<file path="src/rtl/arrow_spawn_scheduler_if.sv">
// Signals between the attack-phase scheduler and its environment:
// game-state control, pattern ROM fetch, arrow slot launch/retire, and damage status.
interface arrow_spawn_scheduler_if #(
  parameter int NUM_SLOTS  = 8,
  parameter int MAX_EVENTS = 24,
  parameter int AW         = (MAX_EVENTS > 1) ? $clog2(MAX_EVENTS) : 1
);
  logic                 start;
  logic                 abort;
  logic [AW-1:0]        evt_addr;
  logic [7:0]           evt_data;
  logic [NUM_SLOTS-1:0] spawn_valid;
  logic [1:0]           spawn_dir;
  logic [1:0]           spawn_speed;
  logic                 spawn_inv;
  logic [NUM_SLOTS-1:0] retire_in;
  logic [NUM_SLOTS-1:0] hit_player_in;
  logic [NUM_SLOTS-1:0] active;
  logic                 busy;
  logic                 finished;
  logic                 damage_out;
  logic [7:0]           damage_count;

  modport master (
    input  start, abort, evt_data, retire_in, hit_player_in,
    output evt_addr, spawn_valid, spawn_dir, spawn_speed, spawn_inv,
           active, busy, finished, damage_out, damage_count
  );

  modport slave (
    output start, abort, evt_data, retire_in, hit_player_in,
    input  evt_addr, spawn_valid, spawn_dir, spawn_speed, spawn_inv,
           active, busy, finished, damage_out, damage_count
  );
endinterface

</file>
<file path="src/rtl/arrow_spawn_scheduler.sv">
// Attack-phase scheduler: walks the spawn pattern, waits each event's delay,
// launches into the lowest free arrow slot, tracks in-flight slots and player damage.
module arrow_spawn_scheduler #(
  parameter int NUM_SLOTS  = 8,
  parameter int MAX_EVENTS = 24,
  parameter int TICK_DIV   = 32500000
) (
  input logic clk,
  input logic rst,
  arrow_spawn_scheduler_if.master bus
);
  localparam int AW = (MAX_EVENTS > 1) ? $clog2(MAX_EVENTS) : 1;
  localparam logic [AW-1:0] LAST_ADDR = AW'(MAX_EVENTS - 1);
  localparam logic [31:0]   TICK      = 32'(TICK_DIV);

  // IDLE wait start | FETCH drive evt_addr | LOAD latch event | WAIT count delay
  // ALLOC launch into lowest free slot | DRAIN wait for all retires | DONE finish pulse
  typedef enum logic [2:0] {
    S_IDLE, S_FETCH, S_LOAD, S_WAIT, S_ALLOC, S_DRAIN, S_DONE
  } state_t;

  state_t               state_q, state_d;
  logic [AW-1:0]        addr_q;
  logic [1:0]           delay_q, dir_q, speed_q;
  logic                 inv_q, last_q;
  logic [31:0]          tick_q, tick_end;
  logic [NUM_SLOTS-1:0] active_q, free_onehot, spawn_mask;
  logic                 free_found, spawn_fire;
  logic                 phase_start, phase_abort, hit_any;
  logic                 dmg_out_q;
  logic [7:0]           dmg_cnt_q;

  assign phase_start = (state_q == S_IDLE) && bus.start;
  assign phase_abort = (state_q != S_IDLE) && bus.abort;
  assign hit_any     = |(bus.hit_player_in & active_q);
  assign tick_end    = {30'd0, delay_q} * TICK - 32'd1;

  always_comb begin
    free_found  = 1'b0;
    free_onehot = '0;
    for (int i = 0; i < NUM_SLOTS; i++) begin
      if (!free_found && !active_q[i]) begin
        free_found     = 1'b1;
        free_onehot[i] = 1'b1;
      end
    end
  end

  always_comb begin
    state_d    = state_q;
    spawn_fire = 1'b0;
    case (state_q)
      S_IDLE:  if (bus.start) state_d = S_FETCH;
      S_FETCH: state_d = S_LOAD;
      S_LOAD:  state_d = (bus.evt_data[1:0] == 2'd0) ? S_ALLOC : S_WAIT;
      S_WAIT:  if (tick_q == tick_end) state_d = S_ALLOC;
      S_ALLOC: begin
        // With every slot in flight the event stalls here until a retire frees one.
        if (free_found) begin
          spawn_fire = 1'b1;
          state_d    = (last_q || addr_q == LAST_ADDR) ? S_DRAIN : S_FETCH;
        end
      end
      S_DRAIN: if (active_q == '0) state_d = S_DONE;
      S_DONE:  state_d = S_IDLE;
      default: state_d = S_IDLE;
    endcase
    if (phase_abort) state_d = S_IDLE;
  end

  assign spawn_mask = spawn_fire ? free_onehot : '0;

  always_ff @(posedge clk) begin
    if (rst) begin
      state_q   <= S_IDLE;
      addr_q    <= '0;
      delay_q   <= '0;
      dir_q     <= '0;
      speed_q   <= '0;
      inv_q     <= 1'b0;
      last_q    <= 1'b0;
      tick_q    <= '0;
      active_q  <= '0;
      dmg_out_q <= 1'b0;
      dmg_cnt_q <= '0;
    end else begin
      state_q <= state_d;

      if (state_q == S_LOAD) begin
        delay_q <= bus.evt_data[1:0];
        dir_q   <= bus.evt_data[3:2];
        speed_q <= bus.evt_data[5:4];
        inv_q   <= bus.evt_data[6];
        last_q  <= bus.evt_data[7];
        tick_q  <= '0;
      end else if (state_q == S_WAIT) begin
        tick_q <= tick_q + 32'd1;
      end

      if (state_d == S_IDLE) addr_q <= '0;
      else if (spawn_fire && state_d == S_FETCH) addr_q <= addr_q + AW'(1);

      if (phase_start || phase_abort) active_q <= '0;
      else active_q <= (active_q & ~bus.retire_in) | spawn_mask;

      dmg_out_q <= hit_any;
      if (phase_start) dmg_cnt_q <= '0;
      else if (hit_any && dmg_cnt_q != 8'hFF) dmg_cnt_q <= dmg_cnt_q + 8'd1;
    end
  end

  assign bus.evt_addr     = addr_q;
  assign bus.spawn_valid  = spawn_mask;
  assign bus.spawn_dir    = spawn_fire ? dir_q : 2'b00;
  assign bus.spawn_speed  = spawn_fire ? speed_q : 2'b00;
  assign bus.spawn_inv    = spawn_fire & inv_q;
  assign bus.active       = active_q;
  assign bus.busy         = (state_q != S_IDLE);
  assign bus.finished     = (state_q == S_DONE);
  assign bus.damage_out   = dmg_out_q;
  assign bus.damage_count = dmg_cnt_q;
endmodule

</file>
<file path="src/flat_wrapper.sv">
// flat-port wrapper written by rule: the top's interface ports become plain ports
module arrow_spawn_scheduler_flat 
#(
  parameter int NUM_SLOTS  = 8,
  parameter int MAX_EVENTS = 24,
  parameter int TICK_DIV   = 32500000
)
  (clk, rst, bus_start, bus_abort, bus_evt_data, bus_retire_in, bus_hit_player_in, bus_evt_addr, bus_spawn_valid, bus_spawn_dir, bus_spawn_speed, bus_spawn_inv, bus_active, bus_busy, bus_finished, bus_damage_out, bus_damage_count);
  arrow_spawn_scheduler_if #(.NUM_SLOTS(NUM_SLOTS), .MAX_EVENTS(MAX_EVENTS)) bus_i ();
  input logic clk;
  input logic rst;
  input wire logic [$bits(bus_i.start)-1:0] bus_start;
  input wire logic [$bits(bus_i.abort)-1:0] bus_abort;
  input wire logic [$bits(bus_i.evt_data)-1:0] bus_evt_data;
  input wire logic [$bits(bus_i.retire_in)-1:0] bus_retire_in;
  input wire logic [$bits(bus_i.hit_player_in)-1:0] bus_hit_player_in;
  output wire logic [$bits(bus_i.evt_addr)-1:0] bus_evt_addr;
  output wire logic [$bits(bus_i.spawn_valid)-1:0] bus_spawn_valid;
  output wire logic [$bits(bus_i.spawn_dir)-1:0] bus_spawn_dir;
  output wire logic [$bits(bus_i.spawn_speed)-1:0] bus_spawn_speed;
  output wire logic [$bits(bus_i.spawn_inv)-1:0] bus_spawn_inv;
  output wire logic [$bits(bus_i.active)-1:0] bus_active;
  output wire logic [$bits(bus_i.busy)-1:0] bus_busy;
  output wire logic [$bits(bus_i.finished)-1:0] bus_finished;
  output wire logic [$bits(bus_i.damage_out)-1:0] bus_damage_out;
  output wire logic [$bits(bus_i.damage_count)-1:0] bus_damage_count;
  assign bus_i.start = bus_start;
  assign bus_i.abort = bus_abort;
  assign bus_i.evt_data = bus_evt_data;
  assign bus_i.retire_in = bus_retire_in;
  assign bus_i.hit_player_in = bus_hit_player_in;
  assign bus_evt_addr = bus_i.evt_addr;
  assign bus_spawn_valid = bus_i.spawn_valid;
  assign bus_spawn_dir = bus_i.spawn_dir;
  assign bus_spawn_speed = bus_i.spawn_speed;
  assign bus_spawn_inv = bus_i.spawn_inv;
  assign bus_active = bus_i.active;
  assign bus_busy = bus_i.busy;
  assign bus_finished = bus_i.finished;
  assign bus_damage_out = bus_i.damage_out;
  assign bus_damage_count = bus_i.damage_count;
  arrow_spawn_scheduler #(.NUM_SLOTS(NUM_SLOTS), .MAX_EVENTS(MAX_EVENTS), .TICK_DIV(TICK_DIV)) u_core (.clk(clk), .rst(rst), .bus(bus_i));
endmodule
</file>
<file path="config.mk">
export PLATFORM = sky130hd
export DESIGN_NAME = arrow_spawn_scheduler_flat
export DESIGN_NICKNAME = d
export VERILOG_FILES = /design/src/rtl/arrow_spawn_scheduler_if.sv /design/src/rtl/arrow_spawn_scheduler.sv /design/src/flat_wrapper.sv
export SDC_FILE = /design/constraint.sdc
export NUM_CORES = 1
export LEC_CHECK = 0
export BUFFER_PORTS_ARGS = -buffer_cell sky130_fd_sc_hd__buf_4
export CAP_MARGIN = 20
export CORE_MARGIN = 2
export CORE_UTILIZATION = 50
export CTS_CLUSTER_SIZE = 40
export DETAILED_ROUTE_END_ITERATION = 8
export GPL_ROUTABILITY_DRIVEN = 0
export PLACE_DENSITY_LB_ADDON = 0.3
export SLEW_MARGIN = 10
export SYNTH_ARGS = -nofsm -noshare
export SYNTH_HDL_FRONTEND = slang
export SYNTH_SLANG_ARGS = --single-unit
</file>
<file path="constraint.sdc">
create_clock -name clk -period 2.3 [get_ports clk]
set_input_delay 0.46 -clock clk [delete_from_list [all_inputs] [get_ports clk]]
set_output_delay 0.46 -clock clk [all_outputs]
set_load 0.05 [all_outputs]
</file>
Yosys cells after proc, flatten, opt, wreduce, memory -nomap -nowiden. Index checks and enable logic that the tools add are counted. W data, S select, Z words.

Input port bits: 28. Bits in registers: 65. Output and inout bits: 37. Word-level logic and storage cells: 95.

Mux-type cells: 28. Multipliers: 1. Bitwise logic cells: 5. Reductions and logical operators: 36. Add/subtract/negate cells: 4. Equal/unequal tests: 10.

Operators with widths (count): $add A32 B1 Y32 const B (1); $eq A32 B32 Y1 (1); $sub A27 B1 Y28 const B (1); $mul A2 B20 Y22 const B (1); $mux W3 (7); $pmux W3 S6 (1); $mux W1 (17); $and A8 B8 Y8 (2); $logic_not A1 Y1 (13); $logic_and A1 B1 Y1 (11); $eq A3 B3 Y1 const B (3); $add A8 B1 Y8 const B (1); $logic_not A8 Y1 (1); $mux W8 (1); $ne A8 B8 Y1 const B (1); $not A8 Y8 (1); $or A8 B8 Y8 (1); $reduce_or A2 Y1 (4); $reduce_or A8 Y1 (1); $eq A3 B1 Y1 const B (2); $eq A3 B2 Y1 const B (2); $logic_not A3 Y1 (2); $add A5 B1 Y5 const B (1); $eq A5 B5 Y1 const B (1); 5 further kinds (7).

Logic depth before layout (Yosys ltp).
Depth after elaboration: 26. Depth in mapped cells: 8. Gate-level depth less buffers: 7.

Least setup slack after synthesis. OpenSTA, ideal clock, no wires.

Path type: flip-flop to output port. Start point: register u_core.state_q[2]. End point: output bus_spawn_valid[7]. Path buffers: 1. Arrival: 2.622 ns. Path slack: -0.782 ns. Required time: 1.840 ns. Cell stages (with the launch flop): 5. Cell sequence: dfxtp_1 > clkbuf_1 > or3b_2 > or3_1 > nor3b_1.

Word-level cells in the longest chain between the ends: 3.

RTL lines: start: declaration (RTL line arrow_spawn_scheduler.sv:22) `state_t state_q, state_d;`; start signal: assignment (RTL line arrow_spawn_scheduler.sv:87) `state_q <= state_d;`; $eq A3 B3 Y1 (RTL line arrow_spawn_scheduler.sv:52) `case (state_q)`; $mux W1 (RTL line arrow_spawn_scheduler.sv:52); $mux W8 (RTL line arrow_spawn_scheduler.sv:71) `assign spawn_mask = spawn_fire ? free_onehot : '0;`; end: declaration (RTL line flat_wrapper.sv:18) `output wire logic [$bits(bus_i.spawn_valid)-1:0] bus_spawn_valid;`.

No other way between the ends.

Worst setup path in the final report.
Start point: register u_core.state_q[0]. End point: output bus_spawn_valid[7].

Same word-level chain as after synthesis.

==> results.cfg <==
[power]
power_leakage_nw = 1.60
vdd_ir_drop_max_mv = 0.502
power.density_cell_area_nw_per_um2 = 559

[logic_synthesis]
synth.distinct_cells = 45
synth_nets = 441
synthesis.area_sq_um = 3310
synth_ff_type = sky130_fd_sc_hd__dfxtp_1
synth_sequential_area_ratio_pct = 39.3
number_of_enable_type_register_cells_in_the_synthesized_netlist = 0
post_synth_inst_count = 406
yosysWarningCount = 0
async_reset_ff_share_pct = 0
avgSynthCellArea_sq_um = 8.15
postSynthRegisterBits = 65

[global_route]
grt_usage_pct = 23.6
antenna_violations_before_repair = 0
via_count_of_the_first_global_routing_pass = 3227
maximum_number_of_pins_on_one_net_before_global_route_repair = 33
global_route_wire_length_before_repair_mm = 14.0
globalRouteOverflowTotal = 0

[drt]
drt-met1-wl_mm = 3.41
wl_per_cell_um = 14.2
routed.top_layer = met4
vias_per_cell = 5.65
drt-pass1-iter-count = 4
remaining_drc_errors = 0
via_count = 3187
routed_wirelength_mm = 8.01
met2_wirelength_mm = 3.91
wl_met3_um = 471
drtAntennaViolNets = 0
drt_first_iter_violations = 107

[timing]
relSlewSlack_pct = 58.7
setup_viol = 0
tns_ns = 0
drv_slew = 0
finalClockSkew_ns = 0.0130
fin_crit_ns = 2.27
final.period_utilization_pct = 98.9
clock.fmax_mhz = 440
report.final.hold_viol_count = 0
setup_repair_after_global_routing_missed_its_margin = yes
worst_slew_pin_slew_ns = 0.619

[floorplanning]
io-pin-count = 65
dieHeight_um = 85.4
die_area_sq_um = 7290
rows = 29
dieWidth_um = 85.4
core_area_sq_um = 6390
initial_core_util_pct = 51.8

[finish]
layout-area-overhead-vs-synth_pct = 27.1
layout.cells.most_common = sky130_fd_sc_hd__buf_4
stdcell_count = 564
antenna-diode-count = 0
layout-drive-gt1-share_pct = 24.2
most-common-layout-cells = sky130_fd_sc_hd__buf_4, sky130_fd_sc_hd__nor2_1, sky130_fd_sc_hd__dfxtp_1
num-nets-final = 517

[clock_tree]
h-tree-depth = 3
clockBufferDepth = 2
clock_tree_from_tritoncts = yes
cts_inserted_buffers = 9
clkSlewWorstSetupHoldPaths_ns = 0.07
cts_root_buffer = sky130_fd_sc_hd__clkbuf_8
clkSinkCount = 65
clkLatencyLatePin_ns = 0.35

[min_path]
hold_path.class = input pin to flop
hold_start = bus_evt_data[7]
hold_critical_path_endpoint = u_core.last_q
hold_path_depth = 3

[worst_setup_path]
ff2ff_path_depth = 5
worst-path-max-fanout = 2
worstSetupEndpointType = primary output
regToRegSetupSlack_ns = 0.09
setup.worst_path.start = u_core.state_q[0]
worst_reg2reg_startpoint = u_core.tick_q[8]
path_class = flop to primary output
cp.required_ns = 1.84
critical_path.reg2reg.endpoint = u_core.tick_q[31]
cp-start-kind = flop
cp_data_arrival_time_ns = 1.81

[run]
max_cap_viol_count = 0

[placement]
placed_cells = 547
detailedPlacementHpwl_mm = 5.93
port-buffer-count = 64

[run_status]
outcome = finished clean
routing by layer:
metal,GRT usage (%),vias up
li1,-,1576
met1,27.6,1508
met2,39.1,81
met3,8.07,22
met4,10.7,0
met5,0,-
cells in the mapped netlist (all sizes together), types with 2 or more instances:
cell type | number | area (sq um)
o21ai | 13 | 65.1
or4 | 5 | 41.3
inv | 14 | 52.6
xor2 | 13 | 114
o22ai | 2 | 12.5
nor2b | 5 | 31.3
nand3b | 3 | 22.5
nand3 | 19 | 95.1
nor3 | 17 | 85.1
and4 | 2 | 17.5
nand2b | 9 | 56.3
nand4 | 15 | 100
or2 | 3 | 18.8
a31oi | 3 | 18.8
and2 | 2 | 12.5
a21o | 2 | 15.0
nand2 | 25 | 93.8
or3 | 7 | 43.8
a21oi | 15 | 75.1
ha | 7 | 87.6
o2111ai | 2 | 17.5
nor4 | 9 | 56.3
clkbuf | 17 | 66.3
and3 | 9 | 56.3
xnor2 | 26 | 228
o21a | 4 | 30.0
nor2 | 62 | 233
dfxtp | 65 | 1300
or3b | 2 | 17.5
mux2i | 8 | 80.1
a211oi | 2 | 15.0
a22oi | 4 | 30.0
nor3b | 6 | 45.0
worst max-delay path, stage by stage, from the launching register on:
cell,delay (ns)
sky130_fd_sc_hd__dfxtp_1,0.31
sky130_fd_sc_hd__or3b_4,0.40
sky130_fd_sc_hd__or3_4,0.36
sky130_fd_sc_hd__nor3b_4,0.21
sky130_fd_sc_hd__buf_6,0.19
stage by stage:
stage                     hold WS, ns  total power [W]  util (%)  cell area (sq um)  setup slack, ns
after floorplan                 0.452          0.00136         -               3340           -0.134
after global placement          0.466          0.00146      62.3               3980            0.146
after detailed placement        0.478          0.00147      62.3               3980           0.0952
after CTS                       0.327          0.00238      65.8               4200         -0.00564
after global routing            0.348          0.00245      65.9               4210          -0.0438
final                           0.345          0.00235      65.9               4210           0.0258
where the power goes:
part	total, W	switching, W	leakage, nW	internal [W]
Clock	0.000908	0.000453	0.0959	0.000455
Sequential	0.00116	0.0000115	0.526	0.00114
Combinational	0.000287	0.000168	0.979	0.000119
cell families after synthesis:
group	synth area share [%]
and+or+nand+nor	31.8
AOI/OAI and AO/OA	9.79
adders and majority gates	2.65
DFF	39.3
muxes	2.42
buffers and inverters	3.74
xor gates and xnor gates	10.3
how the worst max path moves through the flow:
stage	endpoint	cells past startpoint
3_3_place_gp	u_core.tick_q[31]	5
4_1_cts	bus_spawn_valid[7]	4
6_report	bus_spawn_valid[7]	4
2_1_floorplan	bus_spawn_valid[7]	4
5_1_grt	bus_spawn_valid[5]	7
3_5_place_dp	u_core.tick_q[31]	5
registers in the layout (all words and copies together) (netlist names):
signal	cells
u_core.state_q	3
u_core.bus.damage_out	1
u_core.speed_q	2
u_core.bus.damage_count	8
u_core.last_q	1
u_core.delay_q	2
u_core.inv_q	1
u_core.bus.evt_addr	5
u_core.bus.active	8
u_core.dir_q	2
u_core.tick_q	32
area by class of cell:
| type | instances | area [sq um] |
|---|---|---|
| clock buffer | 11 | 151 |
| clock inverter | 5 | 38.8 |
| fill | 523 | 2180 |
| inverter | 14 | 52.6 |
| multi-input combinational | 309 | 1940 |
| sequential | 65 | 1310 |
| tap | 77 | 96.3 |
| timing repair buffer | 83 | 627 |
repair_timing:
item / CTS / global route
buffers inserted: 1 / 0
endpoints found under the setup margin: 2 / 12
hold buffers: 0 / 0
gates resized for setup: 7 / 3
pin swaps: 3 / 1
Note: power is estimated with default switching activity, not from simulation.
